## src/rtl/fifo_pkg.sv

```systemverilog
// fifo_pkg: width helpers and the status bundle shared by the FIFO controller.
package fifo_pkg;
  localparam int CNT_MAX_W = 16;
  typedef struct packed {
    logic                 full;
    logic                 empty;
    logic [CNT_MAX_W-1:0] count;
  } fifo_status_t;
  function automatic int addr_w(input int depth);
    return depth > 1 ? $clog2(depth) : 1;
  endfunction
  function automatic int cnt_w(input int depth);
    return $clog2(depth + 1);
  endfunction
endpackage

```

## src/rtl/fifo_ptr.sv

```systemverilog
// fifo_ptr: RAM address pointer that wraps from DEPTH-1 to 0, with clear and increment.
module fifo_ptr
  import fifo_pkg::*;
#(
  parameter int DEPTH = 4
) (
  input  logic                      clk,
  input  logic                      rst,
  input  logic                      clr,
  input  logic                      inc,
  output logic [addr_w(DEPTH)-1:0]  ptr
);
  localparam int AW = addr_w(DEPTH);
  always_ff @(posedge clk)
    ptr <= (rst || clr) ? '0 : !inc ? ptr : (ptr == AW'(DEPTH - 1)) ? '0 : ptr + 1'b1;
endmodule

```

## src/rtl/fifo_ctrl.sv

```systemverilog
// fifo_ctrl: pointer/flow-control sequencer for a RAM-backed FIFO; FIFO_ALMOST_FLAGS_EN adds almost_full/almost_empty.
module fifo_ctrl
  import fifo_pkg::*;
#(
  parameter int WIDTH           = 8,
  parameter int DEPTH           = 4,
  parameter int ALMOST_FULL_TH  = DEPTH - 1,
  parameter int ALMOST_EMPTY_TH = 1
) (
  input  logic                      clk,
  input  logic                      rst,
  input  logic                      flush,
  input  logic [WIDTH-1:0]          in_data,
  input  logic                      in_valid,
  output logic                      in_ready,
  output logic [WIDTH-1:0]          out_data,
  output logic                      out_valid,
  input  logic                      out_ready,
  output logic [cnt_w(DEPTH)-1:0]   count,
  output logic                      ram_write_en,
  output logic [addr_w(DEPTH)-1:0]  ram_write_address,
  output logic [WIDTH-1:0]          ram_din,
  output logic [addr_w(DEPTH)-1:0]  ram_read_address,
  input  logic [WIDTH-1:0]          ram_dout
`ifdef FIFO_ALMOST_FLAGS_EN
  ,
  output logic                      almost_full,
  output logic                      almost_empty
`endif
);
  localparam int CW = cnt_w(DEPTH);
  fifo_status_t status;
  logic push, pop;
  logic [CW-1:0] cnt_nxt;
  assign status    = '{full: count == CW'(DEPTH), empty: count == '0, count: CNT_MAX_W'(count)};
  assign in_ready  = !status.full;
  assign out_valid = !status.empty;
  assign push      = in_valid && in_ready && !flush;
  assign pop       = out_valid && out_ready && !flush;
  assign ram_write_en = push;
  assign ram_din   = in_data;
  assign out_data  = ram_dout;
  // rst folds into the next-count so the almost flags reset consistently with count
  assign cnt_nxt   = (rst || flush) ? '0 :
                     CW'(status.count + CNT_MAX_W'(push) - CNT_MAX_W'(pop));
  always_ff @(posedge clk)
    count <= cnt_nxt;
`ifdef FIFO_ALMOST_FLAGS_EN
  always_ff @(posedge clk) begin
    almost_full  <= int'(cnt_nxt) >= ALMOST_FULL_TH;
    almost_empty <= int'(cnt_nxt) <= ALMOST_EMPTY_TH;
  end
`endif
  fifo_ptr #(.DEPTH(DEPTH)) u_wr_ptr (
    .clk(clk), .rst(rst), .clr(flush), .inc(push), .ptr(ram_write_address)
  );
  fifo_ptr #(.DEPTH(DEPTH)) u_rd_ptr (
    .clk(clk), .rst(rst), .clr(flush), .inc(pop), .ptr(ram_read_address)
  );
endmodule

```

## config.mk

```make
export PLATFORM = sky130hd
export DESIGN_NAME = fifo_ctrl
export DESIGN_NICKNAME = d
export VERILOG_FILES = /design/src/rtl/fifo_pkg.sv /design/src/rtl/fifo_ptr.sv /design/src/rtl/fifo_ctrl.sv
export SDC_FILE = /design/constraint.sdc
export NUM_CORES = 1
export LEC_CHECK = 0
export CORE_MARGIN = 5
export CORE_UTILIZATION = 29
export CTS_CLUSTER_SIZE = 28
export DETAILED_ROUTE_END_ITERATION = 8
export GPL_TIMING_DRIVEN = 0
export PLACE_DENSITY = 0.79
export SLEW_MARGIN = 5
export SYNTH_ARGS = -nofsm -noshare
export SYNTH_HDL_FRONTEND = slang
export SYNTH_SLANG_ARGS = --single-unit
```

## constraint.sdc

```tcl
create_clock -name clk -period 3.05 [get_ports clk]
set_clock_uncertainty 0.15 [all_clocks]
set_input_delay 0.7625 -clock clk [delete_from_list [all_inputs] [get_ports clk]]
set_output_delay 0.7625 -clock clk [all_outputs]
set_load 0.05 [all_outputs]
```

==> summary.txt, run 1 <==
Reg2Reg Setup Slack -> 0.38 ns
share of the clock period used by the worst path after layout -> 95.8%
Critical Path AT -> 2.91 ns
Routed Antenna Nets -> 0
cell count after synthesis -> 59
WL/cell -> 11.8 µm
Setup crit end -> count[2]
synth warn -> 0
delay of the slowest critical-path stage -> 0.44 ns
area leader, netlist -> dfxtp_1
Mapped Nets -> 85
Placer Congestion -> 0.705
DRC -> 0
GRT Util Overall -> 10.5%
I/O pins -> 47
CORE AREA -> 1690 µm²
highest clock rate -> 0.342 GHz
Worst slew margin -> 63.8%
most common cell after layout, fill and taps aside -> clkdlybuf4s50_1
most frequent cells in the layout -> clkdlybuf4s50_1 (28), buf_4 (18), nand2_1 (9)
WP depth -> 11
reg2reg path depth -> 10
Final Util -> 52.9%
register area share after synthesis -> 27.6%
CTS root buffer -> clkbuf_4
1st-pass router iterations -> 2
CTS tree -> built
final hold vios -> 0
syn_area_per_cell -> 8.61 µm²
Ant. Diodes -> 0
synth unique cells -> 16
delay-heaviest family, CP -> adder cells
initial core utilization -> 30.1%
Clock Sinks -> 7
num rows -> 15
Final WS setup -> 0.127 ns
Vias/cell -> 4.22
Filler Cell Count -> 157
DRT Wirelength -> 1330 µm
nets@finish -> 122
CP startpoint kind -> input pin
CP cell instances -> clkdlybuf4s50_1 > nor2b_1 > a21boi_4 > inv_1 > ha_1 > inv_1 > ha_1 > fa_1 > xnor2_2 > xnor2_1 > nor3_1
run status -> completed
# Max-Cap Violations -> 0
first-pass GRT wire length -> 2030 µm
Setup crit end kind -> flip-flop
Worst-Margin Slew -> 0.540 ns
HP Class -> reg -> reg
vias in the first global route -> 452
TritonCTS Buffers -> 3
Place WS -> -0.369 ns
post-route minimum period -> 2.92 ns
CP max FO -> 4
clock slew at reported path FFs -> 0.05 ns
final non-filler cell area -> 893 µm²
Max Slew Vio Count -> 0
synthesized flop and latch total -> 7
CTS Buffer Depth -> 2
total die area -> 2690 µm²
count of input and output buffers -> 30
Die Ht -> 51.9 µm
clock latency on the worst-skew pair -> 0.25 ns
vias -> 473
initial detailed-routing violation count -> 10
r2r endpoint -> count[2]
Worst Setup SP -> in_valid
global route overflow -> 0
P&R area growth vs syn -> 75.9%
Reg-to-Reg Start -> count[2]
area share of the largest cell type after synthesis -> 27.6%
Slowest-stage cell, CP -> clkdlybuf4s50_1
initial antenna violation count -> 0
area occupied by multi-input gates -> 246 µm²
most area-consuming cells after synthesis -> dfxtp_1 (28%), buf_4 (24%), ha_1 (9.9%), mux2i_1 (7.9%), nand2_1 (6.7%)
Setup TNS -> 0 ns
Hold-fix buffers, CTS -> 0
H-tree level count -> 1
placed inst area -> 833 µm²
Peak VDD IR -> 0.313 mV
Seq. cell area -> 140 µm²
Leak -> 0.000410 µW
Synth Cell Area -> 508 µm²
Crit Path Category -> in -> reg
largest net degree at the start of global routing -> 11
final setup fails -> 0
Hold WS -> 0.337 ns
Pwr Density -> 341 nW/µm²
die width -> 51.9 µm
Req. time, crit path -> 3.04 ns
Detailed Place HPWL -> 1140 µm
share of cells above drive strength 1 -> 27.4%
Buf/Inv on CP -> 3
## synthesized netlist by cell type
cell type / n
buf_4: 16
nand2_1: 9
dfxtp_1: 7
ha_1: 4
inv_1: 4
mux2i_1: 4
nor2_1: 4
and2_1: 2
xnor2_1: 2
a21boi_1: 1
and3b_1: 1
buf_2: 1
fa_1: 1
nor2b_1: 1
nor3_1: 1
or3_4: 1
## worst min-delay path by stage
| stage | from | end | slack (ns) | cells past startpoint |
|---|---|---|---|---|
| final | u_wr_ptr.ptr[1] | u_wr_ptr.ptr[1] | 0.34 | 2 |
| after global routing | u_rd_ptr.ptr[1] | u_rd_ptr.ptr[1] | 0.37 | 2 |
| after CTS | u_rd_ptr.ptr[1] | u_rd_ptr.ptr[1] | 0.34 | 2 |
| after detailed placement | u_wr_ptr.ptr[1] | u_wr_ptr.ptr[1] | 0.33 | 2 |
| after global placement | u_rd_ptr.ptr[1] | u_rd_ptr.ptr[1] | 0.31 | 2 |
| after floorplan | u_rd_ptr.ptr[1] | u_rd_ptr.ptr[1] | 0.53 | 2 |
## registers in the layout (all words and copies together) (netlist names)
signal / flops
count: 3
u_wr_ptr.ptr: 2
u_rd_ptr.ptr: 2
## per-layer routing
layer | global-route usage, % | vias up | part of all wire [%] | wire [µm]
met2 | 18.4 | 26 | 56 | 746
met3 | 6.88 | 2 | 13 | 172
met4 | 5.24 | 0 | 0.30 | 4
met5 | 0 | - | 0 | 0
li1 | - | 242 | - | -
met1 | 9.09 | 203 | 30 | 402
## cell families after synthesis
group | share of synthesized area [%]
buffers and inverters | 27.6
and+or+nand+nor | 18.2
DFF | 27.6
adders and majority gates | 13.8
muxes | 7.88
xor gates and xnor gates | 3.45
AOI/OAI and AO/OA | 1.48
## area by class of cell
cell class,instances,share of cell area [%]
Timing Repair Buffer,32,35.7
Multi-Input combinational cell,31,27.6
Sequential cell,7,15.7
Buffer,17,14.0
Clock buffer,4,2.94
Tap cell,17,2.38
Inverter,4,1.68
## tightest hold or removal path: cells and delay by family, from the launching register on
kind	cells	cell delay, ns
mux	1	0.06
simple gates	1	0.06
flops	1	0.32
## report_power, final
part           total [µW]  switching, µW  internal (µW)
clock network        84.0           34.1           49.9
logic                 125           72.7           51.9
registers            96.0           2.41           93.6
total                 305            109            195
## per-stage QoR
step / instances / total power [µW]
detailed placement: 106 / 220
finish: 112 / 305
CTS: 110 / 305
floorplan: 59 / 183
global placement: 106 / 218
global route: 112 / 327
## repair_timing
item	CTS	global route
endpoints found under the setup margin	1	1
endpoints found under the hold margin	0	0
gates resized for setup	3	3
cloned	0	0
buffers inserted	0	2
Power figures use the tool's default switching activity.
==> run 2: changes to the inputs <==
--- a/config.mk
+++ b/config.mk
@@ -5,6 +5,7 @@
 export SDC_FILE = /design/constraint.sdc
 export NUM_CORES = 1
 export LEC_CHECK = 0
+export CAP_MARGIN = 20
 export CORE_MARGIN = 5
 export CORE_UTILIZATION = 29
 export CTS_CLUSTER_SIZE = 28
==> results of run 2 <==
The final DEF is identical to that of run 1; final timing and power are the same.
